===== config.mk =====
export PLATFORM = sky130hd
export DESIGN_NAME = serial_add_ctrl
export DESIGN_NICKNAME = d
export VERILOG_FILES = /design/src/rtl/serial_add_ctrl.sv
export SDC_FILE = /design/constraint.sdc
export NUM_CORES = 1
export LEC_CHECK = 0
export CAP_MARGIN = 20
export CORE_MARGIN = 2
export CORE_UTILIZATION = 45
export CTS_CLUSTER_SIZE = 12
export DETAILED_ROUTE_END_ITERATION = 12
export PLACE_DENSITY = 0.72
export SYNTH_ARGS = -nofsm -noshare
export SYNTH_HDL_FRONTEND = slang
export SYNTH_SLANG_ARGS = --single-unit

===== constraint.sdc =====
create_clock -name CLK -period 3.1 [get_ports CLK]
set_clock_uncertainty 0.15 [all_clocks]
set_input_delay 0.465 -clock CLK [delete_from_list [all_inputs] [get_ports CLK]]
set_output_delay 0.465 -clock CLK [all_outputs]
set_load 0.05 [all_outputs]

===== src/rtl/serial_add_ctrl.sv =====
// serial_add_ctrl: bit-serial adder controller.
// Computes {Cout, Sum} = A + B + Cin using a single full adder, one bit per
// clock, LSB first. Operands are captured on the Start edge, so later input
// changes do not disturb an operation in flight.
//
// Ports:
//   CLK   - clock, rising edge
//   RST   - synchronous active-high reset; clears all state and outputs
//   Start - request an addition; honoured only in IDLE
//   A, B  - WIDTH-bit unsigned operands
//   Cin   - carry into bit 0
//   Busy  - high in RUN and DONE
//   Done  - one-cycle pulse in DONE, result valid
//   Sum   - registered result, updated only on completion
//   Cout  - registered carry out of bit WIDTH-1, updated only on completion

module FullAdder (
    input  logic A,
    input  logic B,
    input  logic Cin,
    output logic Sum,
    output logic Cout
);
    assign Sum  = A ^ B ^ Cin;
    assign Cout = (A & B) | (Cin & (A ^ B));
endmodule

module serial_add_ctrl #(
    parameter int unsigned WIDTH = 8
) (
    input  logic             CLK,
    input  logic             RST,
    input  logic             Start,
    input  logic [WIDTH-1:0] A,
    input  logic [WIDTH-1:0] B,
    input  logic             Cin,
    output logic             Busy,
    output logic             Done,
    output logic [WIDTH-1:0] Sum,
    output logic             Cout
);
    localparam int unsigned IDX_W = (WIDTH > 1) ? $clog2(WIDTH) : 1;
    localparam logic [IDX_W-1:0] LAST_IDX = IDX_W'(WIDTH - 1);

    localparam logic [1:0] IDLE = 2'd0;
    localparam logic [1:0] RUN  = 2'd1;
    localparam logic [1:0] DONE = 2'd2;

    logic [1:0]       state_q, state_d;
    logic [WIDTH-1:0] a_q, a_d;
    logic [WIDTH-1:0] b_q, b_d;
    logic             carry_q, carry_d;
    logic [IDX_W-1:0] idx_q, idx_d;
    logic [WIDTH-1:0] result_q, result_d;
    logic [WIDTH-1:0] sum_q, sum_d;
    logic             cout_q, cout_d;

    logic fa_a, fa_b, fa_sum, fa_cout;

    assign fa_a = a_q[idx_q];
    assign fa_b = b_q[idx_q];

    FullAdder u_fa (
        .A    (fa_a),
        .B    (fa_b),
        .Cin  (carry_q),
        .Sum  (fa_sum),
        .Cout (fa_cout)
    );

    always_comb begin
        state_d  = state_q;
        a_d      = a_q;
        b_d      = b_q;
        carry_d  = carry_q;
        idx_d    = idx_q;
        result_d = result_q;
        sum_d    = sum_q;
        cout_d   = cout_q;
        unique case (state_q)
            IDLE: begin
                if (Start) begin
                    state_d  = RUN;
                    a_d      = A;
                    b_d      = B;
                    carry_d  = Cin;
                    idx_d    = '0;
                    result_d = '0;
                end
            end
            RUN: begin
                result_d[idx_q] = fa_sum;
                carry_d         = fa_cout;
                idx_d           = idx_q + IDX_W'(1);
                if (idx_q == LAST_IDX) begin
                    // Last bit: publish the complete result including this bit.
                    state_d = DONE;
                    sum_d   = result_d;
                    cout_d  = fa_cout;
                    idx_d   = '0;
                end
            end
            DONE: begin
                state_d = IDLE;
            end
            default: begin
                state_d = IDLE;
            end
        endcase
    end

    always_ff @(posedge CLK) begin
        if (RST) begin
            state_q  <= IDLE;
            a_q      <= '0;
            b_q      <= '0;
            carry_q  <= 1'b0;
            idx_q    <= '0;
            result_q <= '0;
            sum_q    <= '0;
            cout_q   <= 1'b0;
        end else begin
            state_q  <= state_d;
            a_q      <= a_d;
            b_q      <= b_d;
            carry_q  <= carry_d;
            idx_q    <= idx_d;
            result_q <= result_d;
            sum_q    <= sum_d;
            cout_q   <= cout_d;
        end
    end

    assign Busy = (state_q == RUN) || (state_q == DONE);
    assign Done = (state_q == DONE);
    assign Sum  = sum_q;
    assign Cout = cout_q;

endmodule


# [Word level (Yosys, flattened, before mapping)]
# Cells that the tools add are included.
# Widths: inputs -> output; s select.
[totals] ff_bits=39 inputBits=20 output_inout_bits=11
[op_classes] add_sub_neg=1 n_lt_le_gt_ge=2 n_eq_ne=5 mux=17 bitwise=5 n_reduce_logical=8
[ops] operator="$pmux 8 s2" count=1
[ops] operator="$bwmux 8" count=1
[ops] operator="$mux 8" count=1
[ops] operator="$reduce_and 2->1" count=4
[ops] operator="$bmux 1 s3" count=2
[ops] operator="$mux 3" count=2
[ops] operator="$pmux 3 s2" count=1
[ops] operator="$lt 3x4->1 const B" count=1
[ops] operator="$mux 1" count=4
[ops] operator="$mux 2" count=2
[ops] operator="$ne 2x2->1 const B" count=2
[ops] operator="$pmux 2 s2" count=1
[ops] operator="$add 3x1->3 const B" count=1
[ops] operator="$demux 1 s3" count=1
[ops] operator="$eq 3x3->1 const B" count=1
[ops] operator="$ge 3x1->1 const B" count=1
[ops] operator="$and 1x1->1" count=2
[ops] operator="$eq 2x1->1 const B" count=1
[ops] operator="$eq 2x2->1 const B" count=1
[ops] operator="$logic_not 2->1" count=1
[ops] operator="$pmux 1 s2" count=1
[ops] operator="$reduce_bool 2->1" count=1
[ops] operator="$xor 1x1->1" count=2
[ops] operator="$logic_and 1x1->1" count=1
[ops] operator="other kinds (2)" count=2

# [Longest topological paths before layout]
# Gate-level depths: netlist of the first run.
[depth] ltp_word=6 depth_mapped=11 mapped_depth_nobuf=7

# [By module]
# A second synthesis of the first run with hierarchy kept.
[unflattened] cells_unflattened=225 area_unflattened_um2=1911.8
[modules_own_cells] mod="serial_add_ctrl" n_inst=1 cells_each=224 area_each_um2=1891.8
[modules_own_cells] mod="FullAdder" n_inst=1 cells_each=1 area_each_um2=20.0

# [Least setup slack after synthesis of the first run]
# Ideal clock, no wire load.
[synth_timing] path_type="reg-to-reg" startpoint="register idx_q[1]" endpoint="register result_q[6]" arrival_time_ns=2.257 required_time_ns=2.818 setup_slack_ns=0.561 stages_incl_launch_ff=10 cell_sequence="dfxtp_1 > mux2_2 > a221oi_1 > o221ai_1 > fa_1 > buf_4 > and2_1 > buf_2 > a32oi_1 > a21oi_1"
[synth_via] elab_chain_cells=6 word_cells_on_any_way=13
[synth_rtl] item="from (decl)" line="53" text="logic [IDX_W-1:0] idx_q, idx_d;"
[synth_rtl] item="from (signal assigned)" line="127" text="idx_q <= idx_d;"
[synth_rtl] item="$lt 3x4->1 (not written as such) (tied with other cells)" line="92" text="result_d[idx_q] = fa_sum;"
[synth_rtl] item="$logic_and 1x1->1 (not written as such) (tied with other cells)" line="92"
[synth_rtl] item="$mux 1 (not written as such) / $xor 1x1->1 (equally long branches)" line="92, 24"
[synth_rtl] item="$demux 1 s3 / $xor 1x1->1 (equally long branches)" line="92, 24"
[synth_rtl] item="$bwmux 8 (*)" line="92"
[synth_rtl] item="$pmux 8 s2 (*)" line="80" text="unique case (state_q)"
[synth_rtl] item="to (signal assigned)" line="128" text="result_q <= result_d;"
[synth_rtl] item="to (decl)" line="54" text="logic [WIDTH-1:0] result_q, result_d;"
# Mark *: on every way between the ends. The rest lies on a longest branch, timed or not. The select of a mux whose other input is x is not followed.
# A chain may end at the register's enable or synchronous reset.

# [Worst setup path after layout of the first run]
[layout_timing] startpoint="register idx_q[1]" endpoint="register result_q[1]"
# Same word-level chain as after synthesis.

==> results of run 1 <==
-- flip-flops by register name, summed over array words and instances (netlist names) --
signal    cells
Cout          1
Sum           8
a_q           8
b_q           8
carry_q       1
idx_q         3
result_q      8
state_q       2
-- synth_stat cells, drive strengths merged, types with 2 or more instances --
cell	count	area (um^2)
nand2	42	158
dfxtp	39	781
a21oi	23	115
buf	14	97.6
mux2i	12	120
nand4	12	75.1
nor2	12	45.0
a211oi	8	70.1
ha	7	87.6
a31oi	6	37.5
clkbuf	6	23.8
a221oi	4	35.0
a32oi	4	35.0
inv	4	15.0
and2	3	18.8
mux2	3	33.8
nand4b	3	26.3
nor2b	3	18.8
o21ai	3	15.0
or3b	3	26.3
nand2b	2	12.5
nand3	2	10.0
nand3b	2	15.0
-- cell type report --
cell class	count	share of cell area, %
Clock inverter	2	1.47
Sequential cell	39	32.8
Tap cell	52	2.74
Timing Repair Buffer	37	14.8
Multi-Input combinational cell	162	44.0
Clock buffer	6	3.47
Inverter	4	0.631
-- per-layer routing --
layer	share of wire [%]	vias to the layer above	wire (um)	track usage, %
li1	-	850	-	-
met1	50	758	1960	24.4
met2	44	35	1740	26.0
met3	4.2	7	164	4.76
met4	1.7	0	67	7.05
met5	0	-	0	0
-- cells by family (layout without fill, tap and decap cells) --
kind of cell               Yosys count  after routing  share of synthesized area (%)
and+or+nand+nor                     89             89                           23.4
adders and majority gates            8              8                           5.48
DFF                                 39             39                           39.7
AOI/OAI and AO/OA                   50             50                           16.6
muxes                               15             15                           7.83
buffers and inverters               24             49                           6.94
-- power by group through the flow --
stage | logic [mW] | registers, mW | clock network [mW]
after floorplan | 0.517 | 0.599 | 0
after global placement | 0.631 | 0.618 | 0
after detailed placement | 0.635 | 0.618 | 0
after CTS | 0.638 | 0.607 | 0.449
after global routing | 0.712 | 0.619 | 0.469
final | 0.634 | 0.607 | 0.438
-- critical path, cell delays in order (launching register included) --
cell and delay [ns]:
dfxtp_1 0.56, mux2_2 0.38, a221oi_1 0.25, o221ai_1 0.18
fa_1 0.52, and2_1 0.29, nand4_1 0.15, a31oi_1 0.20
-- final timing paths --
kind | start | end | slack, ns
worst min-delay path | b_q[0] | b_q[0] | 0.31
worst max-delay path | idx_q[1] | result_q[1] | 0.35
worst min register to register | b_q[0] | b_q[0] | 0.31
worst max register to register | idx_q[1] | result_q[1] | 0.35
==> flow_summary.rst, run 1 <==
.. list-table::
   :header-rows: 1

   * - Metric
     - Value
   * - Diode insertion count for antenna repair
     - 0
   * - Outcome
     - finished clean
   * - Site row count
     - 24
   * - Buffers inserted during post-CTS setup optimization
     - 0
   * - Primary flip-flop cell chosen by synthesis mapping
     - dfxtp_1
   * - Synth-to-layout area growth
     - 21.1%
   * - Final Hold Fails
     - 0
   * - Via count of the first global-routing pass
     - 1546
   * - Number of flops mapped to enable cells by yosys
     - 0
   * - Type of the most critical hold path
     - flop to flop
   * - Areal power density over the cells
     - 706 nW/um^2
   * - Post-placement worst setup slack
     - 0.365 ns
   * - Max_cap viols
     - 0
   * - Number of cell instances on the worst register-to-register path
     - 7
   * - Sort of element at the end of the critical path
     - flop
   * - Number of buffers on the longest clock path
     - 2
   * - Endpoint arrival time on the critical path
     - 2.84 ns
   * - Layout fillers
     - 415
   * - Hold Path Stages
     - 2
   * - Total gr overflow
     - 0
   * - Ports placed on the boundary
     - 31
   * - Setup repair after global routing missed its margin
     - no
   * - Post-DP HPWL
     - 2.70 mm
   * - Sequential power share
     - 36.1%
   * - Number of sinks driven by the clock tree
     - 39
   * - H-tree depth
     - 2
   * - Root Buffer Master
     - clkbuf_8
   * - Mean post-synth cell area
     - 8.73 um^2
   * - Largest vdd supply drop
     - 0.316 mV
   * - Leakage power
     - 0.861 nW
   * - Highest net fanout along the worst path
     - 11
   * - Sequential element share of the synthesized area
     - 39.7%
   * - Required @ worst endpoint
     - 3.18 ns
   * - Internal portion of total power
     - 1.06 mW
   * - WL per Instance
     - 13.0 um
   * - Number of DRC markers in iteration 0
     - 102
   * - Instance count after placement with tap cells included
     - 294
   * - Initial standard-cell utilization of the core
     - 46.1%
   * - Final #Nets
     - 277
   * - Combinational fraction of design power
     - 37.8%
   * - Y dimension of the die
     - 70.1 um
   * - Worst slew margin
     - 49.2%
   * - Final count of pins violating max slew
     - 0
   * - Final worst hold slack
     - 0.306 ns
   * - Number of buffers inserted by hold repair at cts
     - 0
   * - Total global routing track utilization
     - 17.6%
   * - Maximum number of pins on one net before global-route repair
     - 40
   * - Clk_lat worst skew
     - 0.30 ns
   * - Total length of routed wires
     - 3.93 mm
   * - Net switching power
     - 0.616 mW
   * - Clock tree from TritonCTS
     - done
   * - Wire length of the first global-routing pass
     - 7.04 mm
   * - # resized after CTS
     - 0
   * - Reg clk slew, reported paths
     - 0.08 ns
   * - Area of the core
     - 4260 um^2
   * - Residual DRC count
     - 0
   * - Top library cells by usage in the layout, fill and taps aside
     - nand2_1 (42), dfxtp_1 (39), clkdlybuf4s50_1 (30)
   * - FFs w/ async S/R, synth
     - 0%
   * - Total power
     - 1.68 mW
   * - Post-Synthesis Cell Area
     - 1960 um^2
   * - Number of nets with antenna violations after routing
     - 0
   * - Post-route minimum period
     - 2.75 ns
   * - Most frequent standard cell in the layout excluding fill and tap cells
     - nand2_1
   * - Setup Viol. Count Final
     - 0
   * - Maximum clock frequency
     - 0.363 GHz
   * - Share of final-layout standard cells stronger than drive strength 1
     - 9.20%
   * - Final Core Density
     - 55.8%
   * - Post-route non-filler standard cell count
     - 302
   * - I/O Buffers
     - 30
   * - Number of iterations in the first detailed-routing pass
     - 4
   * - Yosys reg bits
     - 39
   * - Vias after detailed routing
     - 1650
   * - Crit path launch type
     - flop
   * - Antenna violations before repair
     - 0
   * - Proportion of power drawn by the clock network
     - 26.1%
   * - Final weighted congestion of routability-driven global placement
     - 0.860
   * - Slew at the pin closest to its max-slew limit
     - 0.762 ns
   * - Count of mapped cells out of synthesis
     - 225
   * - Total number of yosys warnings
     - 0
   * - Post-DR vias/cell
     - 5.46
   * - Total negative slack for setup checks
     - 0 ns
   * - Post-layout worst setup margin
     - 0.345 ns
   * - FF/Latch Area
     - 781 um^2
   * - Final critical-path share of the clock period
     - 88.9%
   * - Die Wd
     - 70.1 um
   * - Clock buffer count from CTS
     - 5
   * - Final instance area
     - 2380 um^2
   * - Sw Ratio
     - 36.7%
   * - Overall die area
     - 4910 um^2
   * - Post-synthesis net count
     - 253
   * - Number of library cell types mapped by synthesis
     - 35
   * - Total placed instance area
     - 2260 um^2
   * - Start-to-end type of the worst setup path
     - flop to flop
   * - Area taken by multi-input logic gates
     - 1050 um^2
Note: power is estimated with default switching activity, not from simulation.
==> inputs of run 2 (changes only) <==
CTS_CLUSTER_DIAMETER = 30   (was unset)
==> results of run 2 <==
Final layout, timing and power as in run 1 (identical DEF).
==> inputs of run 3 (changes only) <==
ABC_AREA = 1   (was unset)
clock period = 3.46 ns   (was 3.1 ns; I/O delays follow)
==> run 3 against run 2 <==
Effect of this change: die area down 0.78%; final cell count increased by 19%; sequential power shrank 2%; synthesized cell count increased by 26%; cell area decreased by 3.5%; sequential share of layout area is 1.2 points higher; largest power group is now sequential cells.
==> flow_summary.rst, run 3 <==
.. list-table::
   :header-rows: 1

   * - Metric
     - Value
   * - Number of library cell types mapped by synthesis
     - 20
   * - Ports placed on the boundary
     - 31
   * - Combinational fraction of design power
     - 39.7%
   * - Post-DP HPWL
     - 2.69 mm
   * - Areal power density over the cells
     - 629 nW/um^2
   * - Number of buffers on the longest clock path
     - 2
   * - Overall die area
     - 4870 um^2
   * - Final Core Density
     - 56.2%
   * - Most area-hungry cell type in the Yosys netlist
     - dfxtp_1
   * - Clk_lat worst skew
     - 0.29 ns
   * - Worst slew margin
     - 65.4%
   * - Residual DRC count
     - 0
   * - Share of final-layout standard cells stronger than drive strength 1
     - 4.53%
   * - Sequential power share
     - 41.0%
   * - Area of the core
     - 4090 um^2
   * - Clock buffer count from CTS
     - 5
   * - Primary flip-flop cell chosen by synthesis mapping
     - dfxtp_1
   * - # resized after CTS
     - 0
   * - Post-route non-filler standard cell count
     - 359
   * - Share of the synthesized area in compound gates (AO/OA/AOI/OAI)
     - 12.9%
   * - Die Wd
     - 69.8 um
   * - Mux cell area share after synthesis
     - 0%
   * - Final Hold Fails
     - 0
   * - Antenna violations before repair
     - 0
   * - Sort of element at the end of the critical path
     - primary output
   * - Number of sinks driven by the clock tree
     - 39
   * - Most common cell in the netlist
     - nand2_1
   * - Largest vdd supply drop
     - 0.507 mV
   * - Initial standard-cell utilization of the core
     - 47.7%
   * - Endpoint arrival time on the critical path
     - 1.84 ns
   * - Top library cells by usage in the layout, fill and taps aside
     - nand2_1 (69), nor2_1 (53), dfxtp_1 (39)
   * - Via count of the first global-routing pass
     - 1602
   * - Top post-synthesis cells by count
     - nand2_1 (69), nor2_1 (53), dfxtp_1 (39)
   * - Wire length of the first global-routing pass
     - 6.85 mm
   * - Outcome
     - finished clean
   * - Total negative slack for setup checks
     - 0 ns
   * - Most frequent standard cell in the layout excluding fill and tap cells
     - nand2_1
   * - Number of DRC markers in iteration 0
     - 101
   * - Setup Viol. Count Final
     - 0
   * - Number of nets with antenna violations after routing
     - 0
   * - Final weighted congestion of routability-driven global placement
     - 0.852
   * - Reg clk slew, reported paths
     - 0.07 ns
   * - Cells taking the most area after synthesis
     - dfxtp_1 (40%), nand2_1 (13%), nor2_1 (10%)
   * - Number of iterations in the first detailed-routing pass
     - 5
   * - Required @ worst endpoint
     - 2.79 ns
   * - Total number of yosys warnings
     - 0
   * - Main combinational cell family by area after synthesis
     - simple AND/OR/NAND/NOR gates
   * - Synth-to-layout area growth
     - 17.9%
   * - Total length of routed wires
     - 3.84 mm
   * - Setup repair after global routing missed its margin
     - no
   * - Max_cap viols
     - 0
   * - Hold Path Stages
     - 2
   * - Mean post-synth cell area
     - 6.88 um^2
   * - Post-synthesis xor/xnor area fraction
     - 0%
   * - Sw Ratio
     - 40.8%
   * - FFs w/ async S/R, synth
     - 0%
   * - I/O Buffers
     - 30
   * - Internal portion of total power
     - 0.855 mW
   * - Fraction of post-synthesis cell area in the top cell type by area
     - 40.1%
   * - Vias after detailed routing
     - 1764
   * - Post-synthesis simple-gate area fraction
     - 30.1%
   * - Proportion of power drawn by the clock network
     - 19.4%
   * - Net switching power
     - 0.590 mW
   * - Total gr overflow
     - 0
   * - Site row count
     - 23
   * - Root Buffer Master
     - clkbuf_8
   * - Final #Nets
     - 338
   * - Number of flops mapped to enable cells by yosys
     - 0
   * - Final count of pins violating max slew
     - 0
   * - Buffers inserted during post-CTS setup optimization
     - 0
   * - Crit path launch type
     - flop
   * - Maximum clock frequency
     - 0.399 GHz
   * - WL per Instance
     - 10.7 um
   * - Instance count after placement with tap cells included
     - 353
   * - Post-route minimum period
     - 2.51 ns
   * - Final critical-path share of the clock period
     - 72.4%
   * - Sequential element share of the synthesized area
     - 40.1%
   * - Diode insertion count for antenna repair
     - 0
   * - Post-synthesis net count
     - 311
   * - Number of buffers inserted by hold repair at cts
     - 0
   * - Arithmetic-cell share of the synthesized area counting full adders, half adders and majority gates
     - 5.52%
   * - Total power
     - 1.44 mW
   * - Clock tree from TritonCTS
     - done
   * - Post-DR vias/cell
     - 4.91
   * - Post-Synthesis Cell Area
     - 1950 um^2
   * - Count of mapped cells out of synthesis
     - 283
   * - Highest net fanout along the worst path
     - 4
   * - Yosys reg bits
     - 39
   * - Leakage power
     - 0.971 nW
   * - Number of cell instances on the worst register-to-register path
     - 12
   * - Type of the most critical hold path
     - flop to flop
   * - Slew at the pin closest to its max-slew limit
     - 0.518 ns
   * - H-tree depth
     - 2
   * - Maximum number of pins on one net before global-route repair
     - 22
   * - Start-to-end type of the worst setup path
     - flop to primary output
   * - Y dimension of the die
     - 69.8 um
   * - Total global routing track utilization
     - 17.2%
run 3: layout make-up:
cell class,instances,area [um^2]
Inverter,29,111
Tap cell,50,62.6
Fill cell,410,1790
Multi-Input combinational cell,202,946
Timing Repair Buffer,33,323
Clock buffer,6,72.6
Sequential cell,39,781
run 3: path summary, 6_finish.rpt:
check	startpoint	end	slack, ns
max reg2reg	idx_q[0]	Sum[1]	0.99
min	result_q[7]	result_q[7]	0.32
min reg2reg	result_q[7]	result_q[7]	0.32
max	state_q[0]	Busy	0.95
run 3: logic make-up (layout without fill, tap and decap cells):
kind of cell               Yosys count  in the layout
AOI/OAI and AO/OA                   49             49
adders and majority gates            8              8
buffers and inverters               42             68
DFF                                 39             39
and+or+nand+nor                    145            145
run 3: per-stage QoR:
stage / worst slack (ns) / area, um^2 / hold WS (ns)
final: 0.955 / 2300 / 0.316
after CTS: 0.941 / 2300 / 0.318
after detailed placement: 1.00 / 2220 / 0.307
after floorplan: 1.38 / 1950 / 0.291
after global routing: 0.717 / 2300 / 0.341
after global placement: 1.06 / 2220 / 0.302
run 3: power groups by stage:
stage | clock network, mW | registers [mW] | logic (mW)
3_5_place_dp | 0 | 0.602 | 0.577
6_report | 0.280 | 0.592 | 0.573
5_1_grt | 0.304 | 0.602 | 0.653
2_1_floorplan | 0 | 0.577 | 0.499
4_1_cts | 0.285 | 0.593 | 0.581
3_3_place_gp | 0 | 0.601 | 0.567
run 3: layer usage:
layer  routed length [um]  up-vias  track usage (%)
li1                     -      943                -
met1                 1900      788             22.1
met2                 1740       27             27.8
met3                  166        6             4.94
met4                   42        0             5.13
met5                    0        -                0
run 3: worst max-delay path, stage by stage (launching register included):
cell and delay, ns:
dfxtp_1 0.38, inv_1 0.10, ha_1 0.28, clkdlybuf4s50_1 0.79
